===== src/rtl/alloc_ctrl.sv =====
// Allocation controller handing out BQ/LQ/SQ entries to decode, with in-order
// release and squash rewind. Optional stall counters: define ALLOC_CTRL_STATS_EN.

module alloc_ring #(
  parameter int DEPTH = 8,
  parameter int PW    = $clog2(DEPTH) + 1
) (
  input  logic          clk,
  input  logic          rstn,
  input  logic          alloc,
  input  logic          rel,
  input  logic          squash_valid,
  input  logic [PW-1:0] squash_ptr,
  output logic [PW-2:0] tail_idx,
  output logic          full
);
  logic [PW-1:0] head_reg, head_next;
  logic [PW-1:0] tail_reg, tail_next;
  logic [PW-1:0] count;
  logic [PW-1:0] squash_off, live_span;
  logic          empty;

  assign count    = tail_reg - head_reg;
  assign empty    = (head_reg == tail_reg);
  assign full     = (count == PW'(DEPTH));
  assign tail_idx = tail_reg[PW-2:0];

  always_comb begin
    head_next = head_reg;
    if (rel && !empty)
      head_next = head_reg + PW'(1);
    tail_next = tail_reg;
    if (squash_valid)
      tail_next = squash_ptr;
    else if (alloc)
      tail_next = tail_reg + PW'(1);
  end

  always_ff @(posedge clk) begin
    if (!rstn) begin
      head_reg <= '0;
      tail_reg <= '0;
    end else begin
      head_reg <= head_next;
      tail_reg <= tail_next;
    end
  end

  // A legal squash pointer lies between the post-release head and the old tail.
  assign squash_off = squash_ptr - head_next;
  assign live_span  = tail_reg - head_next;

  always @(posedge clk) begin
    if (rstn) begin
      assert (!(rel && empty));
      assert (!squash_valid || (squash_off <= live_span));
    end
  end
endmodule

module alloc_ctrl #(
  parameter int  BQ_DEPTH = 8,
  parameter int  LQ_DEPTH = 16,
  parameter int  SQ_DEPTH = 16,
  localparam int BP = $clog2(BQ_DEPTH) + 1,
  localparam int LP = $clog2(LQ_DEPTH) + 1,
  localparam int SP = $clog2(SQ_DEPTH) + 1
) (
  input  logic          clk,
  input  logic          rstn,
  input  logic          req_valid,
  input  logic          req_bq,
  input  logic          req_lq,
  input  logic          req_sq,
  output logic          req_ready,
  output logic [BP-2:0] bqid_o,
  output logic [LP-2:0] lqid_o,
  output logic [SP-2:0] sqid_o,
  input  logic          rel_bq,
  input  logic          rel_lq,
  input  logic          rel_sq,
  input  logic          squash_valid,
  input  logic [BP-1:0] squash_bq_ptr,
  input  logic [LP-1:0] squash_lq_ptr,
  input  logic [SP-1:0] squash_sq_ptr,
  output logic          bq_full_o,
  output logic          lq_full_o,
`ifdef ALLOC_CTRL_STATS_EN
  output logic          sq_full_o,
  output logic [31:0]   stall_bq_o,
  output logic [31:0]   stall_lq_o,
  output logic [31:0]   stall_sq_o
`else
  output logic          sq_full_o
`endif
);
  typedef enum logic {RUN, RECOVER} state_t;

  state_t        state_reg;
  logic          grant;
  logic [BP-2:0] bq_tail;
  logic [LP-2:0] lq_tail;
  logic [SP-2:0] sq_tail;

  always_ff @(posedge clk) begin
    if (!rstn)
      state_reg <= RUN;
    else if (squash_valid)
      state_reg <= RECOVER;
    else
      state_reg <= RUN;
  end

  // Readiness never looks at this cycle's releases: no bypass into a full queue.
  assign req_ready = rstn && (state_reg == RUN) && !squash_valid
                     && !(req_bq && bq_full_o)
                     && !(req_lq && lq_full_o)
                     && !(req_sq && sq_full_o);
  assign grant = req_valid && req_ready;

  assign bqid_o = req_bq ? bq_tail : '0;
  assign lqid_o = req_lq ? lq_tail : '0;
  assign sqid_o = req_sq ? sq_tail : '0;

  alloc_ring #(.DEPTH(BQ_DEPTH)) u_bq (
    .clk(clk), .rstn(rstn), .alloc(grant && req_bq), .rel(rel_bq),
    .squash_valid(squash_valid), .squash_ptr(squash_bq_ptr),
    .tail_idx(bq_tail), .full(bq_full_o)
  );

  alloc_ring #(.DEPTH(LQ_DEPTH)) u_lq (
    .clk(clk), .rstn(rstn), .alloc(grant && req_lq), .rel(rel_lq),
    .squash_valid(squash_valid), .squash_ptr(squash_lq_ptr),
    .tail_idx(lq_tail), .full(lq_full_o)
  );

  alloc_ring #(.DEPTH(SQ_DEPTH)) u_sq (
    .clk(clk), .rstn(rstn), .alloc(grant && req_sq), .rel(rel_sq),
    .squash_valid(squash_valid), .squash_ptr(squash_sq_ptr),
    .tail_idx(sq_tail), .full(sq_full_o)
  );

`ifdef ALLOC_CTRL_STATS_EN
  logic [2:0]  req_vec;
  logic [2:0]  full_vec;
  logic [31:0] stall_reg [3];

  assign req_vec  = {req_sq, req_lq, req_bq};
  assign full_vec = {sq_full_o, lq_full_o, bq_full_o};

  genvar gi;
  generate
    for (gi = 0; gi < 3; gi++) begin : g_stall
      always_ff @(posedge clk) begin
        if (!rstn)
          stall_reg[gi] <= '0;
        else if (req_valid && (state_reg == RUN) && !squash_valid
                 && req_vec[gi] && full_vec[gi] && (stall_reg[gi] != '1))
          stall_reg[gi] <= stall_reg[gi] + 32'd1;
      end
    end
  endgenerate

  assign stall_bq_o = stall_reg[0];
  assign stall_lq_o = stall_reg[1];
  assign stall_sq_o = stall_reg[2];
`endif
endmodule


===== config.mk =====
export PLATFORM = sky130hd
export DESIGN_NAME = alloc_ctrl
export DESIGN_NICKNAME = d
export VERILOG_FILES = /design/src/rtl/alloc_ctrl.sv
export SDC_FILE = /design/constraint.sdc
export NUM_CORES = 1
export LEC_CHECK = 0
export ABC_AREA = 1
export CORE_ASPECT_RATIO = 0.5
export CORE_UTILIZATION = 24
export CTS_CLUSTER_DIAMETER = 60
export DETAILED_ROUTE_END_ITERATION = 8
export PLACE_DENSITY = 0.45
export SLEW_MARGIN = 20
export SYNTH_ARGS = -nofsm -noshare
export SYNTH_HDL_FRONTEND = slang
export SYNTH_SLANG_ARGS = --single-unit

===== constraint.sdc =====
create_clock -name clk -period 2.4 [get_ports clk]
set_input_delay 0.48 -clock clk [delete_from_list [all_inputs] [get_ports clk]]
set_output_delay 0.48 -clock clk [all_outputs]
set_load 0.005 [all_outputs]

# Word-level counts from Yosys, hierarchy flattened
# Cells that the tools add are included.
# totals
input_bits	24
wordCells	58
regBits	29
# classes
muxes	10
eq_ne	6
n_reduce_logical	25
addsub	9
n_bitwise	1
# ops
operator	n
$add A5 B1 Y5 const B	4
$mux W5	4
$mux W4	4
$logic_and A1 B1 Y1	15
$eq A5 B5 Y1	2
$eq A5 B5 Y1 const B	2
$sub A5 B5 Y5	2
$add A4 B1 Y4 const B	2
$logic_not A1 Y1	7
$reduce_bool A2 Y1	3
$eq A4 B4 Y1	1
$eq A4 B4 Y1 const B	1
$sub A4 B4 Y4	1
$mux W3	1
$mux W1	1
$not A1 Y1	1

# Depth between registers and ports, before layout
# depth
ltp_word	11
depth_mapped	17
mapped_depth_nobuf	17

# By module
# A second synthesis with hierarchy kept.
# hier_totals
cells_unflattened	353
hier_area_um2	2270.9
# modules_own_cells
module	area_each_um2	seq_area_each_um2	cells_each	instances
alloc_ring (u_sq)	750.7	200.2	111	1
alloc_ring (u_lq)	743.2	200.2	114	1
alloc_ring (u_bq)	581.8	160.2	87	1
alloc_ctrl	195.2	20.0	41	1

# Worst setup path before layout
# No wires, ideal clock.
# synth_timing
path_kind	register to output
start	reg u_lq.tail_reg[2]
end	out req_ready
slack_ns	0.395
t_arrival_ns	1.525
path_stages_with_launch	10
n_path_buf	0
path_cell_list	dfxtp_1 > ha_1 > or2_1 > nand3_1 > nand2_1 > nor2_2 > nand2_2 > nor2_4 > nor2_8 > and2_1
# synth_between
elab_chain_cells	6
# synth_lines
element	line	source
from (decl)	18	logic [PW-1:0] tail_reg, tail_next;
from (signal assigned)	45	tail_reg <= tail_next;
$sub A5 B5 Y5	23	assign count = tail_reg - head_reg;
$eq A5 B5 Y1	25	assign full = (count == PW'(DEPTH));
$logic_and A1 B1 Y1	117	&& !(req_lq && lq_full_o)
$logic_not A1 Y1	117	
$logic_and A1 B1 Y1	117	
$logic_and A1 B1 Y1	118	&& !(req_sq && sq_full_o);
to (decl)	75	output logic req_ready,
# No other way between the ends.

# Worst setup path in the final report
# layout_timing
start	reg u_sq.head_reg[1]
end	out req_ready
# layout_between
elab_chain_cells	5
# layout_lines
element	line	source
from (decl)	17	logic [PW-1:0] head_reg, head_next;
from (signal assigned)	44	head_reg <= head_next;
$sub A5 B5 Y5	23	
$eq A5 B5 Y1	25	
$logic_and A1 B1 Y1	118	
$logic_not A1 Y1	118	
$logic_and A1 B1 Y1	118	
# No other way between the ends.

==> results.ini <==
[timing]
setup_ws_ns = 0.0686
fin_skew_ns = 0.00632
grt_setup_unrepaired = true
max-slew-margin-rel_pct = 59.1
hold_viol = 0
worst_slew_pin_slew_ns = 0.609
finalSetupViolCount = 0
min_period_ns = 2.33
fin_setup_tns_ns = 0
max_freq_ghz = 0.429
holdWs_ns = 0.481
fin_crit_sh_pct = 97.1
maxSlewViolCount = 0

[flow_run]
cap_viol_max_count = 0

[pwr]
swShare_pct = 30.6
p_sw_uw = 550
vdd_ir_drop_max_mv = 0.246
pwr-share-clk_pct = 35.8
seqPwrFrac_pct = 30.6
p_int_uw = 1240
powerDensity_nw_per_um2 = 560
combPwrFrac_pct = 33.5
leakage_uw = 0.00160

[setup_path]
crit_required_ns = 1.92
max_stage_delay_ns = 0.32
start_kind = flip-flop
cpMostUsedCell = nand2_1
crit_arrival_ns = 1.85
r2r_start = u_sq.head_reg[1]
worstPathCellList = inv_1, ha_4, inv_2, o21ai_2, nand2_1, nand3_1, nand2_1, nor2_1, nand3_2, and2_4, clkbuf_2
worstPathMaxFanout = 3
rr_endpoint = u_bq.tail_reg[3]
crit_path_end_kind = output port
worst-setup-path-type = flip-flop to output port
reg2reg_depth = 14
reg2reg_slack_ns = 0.35
cp_slowest_cell = dfxtp_1

[placement]
place_ws_ns = -0.151
place_congestion = 0.748
place_inst = 522
dpl.hpwl_um = 4320
io_buffers = 38

[cells_and_area]
multi_input_area_sq_um = 1450
nets = 455
num-fill-cells = 967
num_antenna_cells = 0
drive_gt1_share_pct = 21.2
seq_area_sq_um = 587
layout.cells.non_filler = 532
synthToLayoutAreaGrowth_pct = 45.9

[yosys]
synth_compound_area_share_pct = 11.3
syn_nets = 379
synth.yosys.seq_area_share_pct = 26.4
synth-seq-cells = 29
synth_top_family_by_area = simple AND/OR/NAND/NOR gates
syn_inst = 338
ys_warn_count = 0
synth_xor_area_share_pct = 2.39
syn_area_per_cell_sq_um = 6.50
ys_types = 35
yosys-mux-area-fraction_pct = 1.82
yosys.area_share.simple_pct = 37.2
netlist_area_sq_um = 2200
synthAdderAreaFrac_pct = 9.68

[detailed_routing]
routedWlPerCell_um = 10.2
drtAntennaViolNets = 0
drcViolationCount = 0
vias = 2228
avgViaCountPerCell = 4.19
drt_pre_antenna_iters = 6
routed_wl_um = 5410
drt_iter0_drc = 104

[global_route]
grt_overflow_total = 0
grt_pass1_vias = 1974
grt.total_usage_pct = 12.1
grt_max_degree = 23
grt_first_pass_wirelength_um = 8910
antenna_found_initial = 0

[die]
rows = 24
die_w_um = 137
io_pins = 39
initial_core_util_pct = 25.0
core-area_sq_um = 8800
dieArea_sq_um = 9560
die_h_um = 69.7

[clock_tree]
clk_latency_ns = 0.27
cts-hold-fix-buffers = 0
numCtsBuffers = 5
cts_max_level = 2
cts_tree = yes
cts.clk_slew.worst_paths_ns = 0.05
cts.path.max_buffers = 2
cts.sinks = 29
cts_root_buffer = clkbuf_16

[min_path]
timing.hold.worst.start = u_bq.head_reg[1]
min_path_type = flip-flop to flip-flop
min_to = u_bq.head_reg[1]
hold_depth = 2

[status]
status = complete, no violations

## how the worst max path moves through the flow
stage                                 from   endpoint  slack (ns)  cells after the start
final                     u_sq.head_reg[1]  req_ready        0.07                     11
after global routing      u_lq.head_reg[2]  req_ready       -0.05                     11
after CTS                 u_lq.head_reg[2]  req_ready       -0.11                     11
after detailed placement              rstn  req_ready       -0.15                      7
after global placement                rstn  req_ready       -0.17                      7
after floorplan           u_lq.tail_reg[2]  req_ready        0.39                      9
## power by group through the flow
stage          clock, uW  combinational, uW  sequential [uW]
3_5_place_dp           0                581              555
6_report             643                602              550
4_1_cts              669                592              548
3_3_place_gp           0                586              554
5_1_grt              694                687              554
2_1_floorplan          0                347              561
## repair_timing
| item | in CTS | in global routing |
|---|---|---|
| setup buffers | 0 | 2 |
| endpoints found under the setup margin | 3 | 4 |
| pin swaps | 2 | 11 |
| gates resized for setup | 11 | 17 |
## critical path: cells and delay by family (launching register included)
family	cells	cell delay, ns
AOI/OAI and AO/OA	1	0.12
buffers and inverters	3	0.22
DFF	1	0.32
and+or+nand+nor	6	0.66
adders and majority gates	1	0.28
## area by class of cell
class | count | area share, %
tap | 117 | 4.57
inverter | 60 | 7.03
sequential | 29 | 18.3
clock inverter | 1 | 0.156
timing repair buffer | 74 | 19.9
multi-input combinational | 244 | 45.3
clock buffer | 7 | 4.76
## layer usage
layer	vias up	part of all wire (%)	global-route usage, %	wire [um]
met5	-	0	0	0
met1	971	53	16.4	2870
met3	2	3.2	3.73	171
li1	1233	-	-	-
met2	22	43	18.4	2330
met4	0	0.57	2.93	31
## stage by stage
stage               cell area [sq um]  utilization, %  total power [uW]
finish                           3210            36.4              1790
detailed placement               2960            33.6              1140
global placement                 2960            33.6              1140
CTS                              3160            35.9              1810
floorplan                        2200               -               908
global route                     3210            36.4              1930
## cell usage in the layout (no fill, tap or decap), types with 2 or more instances in the layout
cell	Yosys	routed
a21oi_2	1	2
nand2_2	5	5
xor2_1	4	4
nand2_1	84	84
buf_4	0	36
ha_4	0	5
o21ai_0	20	20
nand4_1	2	2
ha_1	17	12
clkbuf_16	0	5
nor3_1	4	4
clkdlybuf4s50_1	0	34
mux2i_1	4	4
nor2_2	2	4
nand3_1	30	30
nor2_1	30	28
nand2_4	3	3
dfxtp_1	29	24
clkbuf_2	0	3
inv_2	5	8
clkbuf_8	0	2
nand4_4	2	2
xnor2_1	2	2
inv_1	55	52
o21a_1	2	2
dfxtp_2	0	5
a21oi_1	19	18
## cell usage after synthesis (all sizes together)
master	count	area, sq um
a21oi	20	104
a31oi	1	6.26
and2	1	6.26
and3	1	6.26
buf	1	5.00
clkbuf	4	15.0
dfxtp	29	581
ha	17	213
inv	60	225
mux2i	4	40.0
nand2	92	380
nand3	31	160
nand3b	1	7.51
nand4	5	67.6
nor2	34	156
nor3	4	20.0
nor4	1	6.26
o211ai	1	7.51
o21a	2	15.0
o21ai	21	109
o31ai	1	7.51
or2	1	6.26
xnor2	2	17.5
xor2	4	35.0
## kinds of logic (layout without fill, tap and decap cells)
group / Yosys count / in the layout
compound gates: 46 / 46
xor+xnor: 6 / 6
fa+ha+maj: 17 / 17
buf+inv: 65 / 142
flops: 29 / 29
mux: 4 / 4
simple gates: 171 / 171
Note: power is estimated with default switching activity, not from simulation.
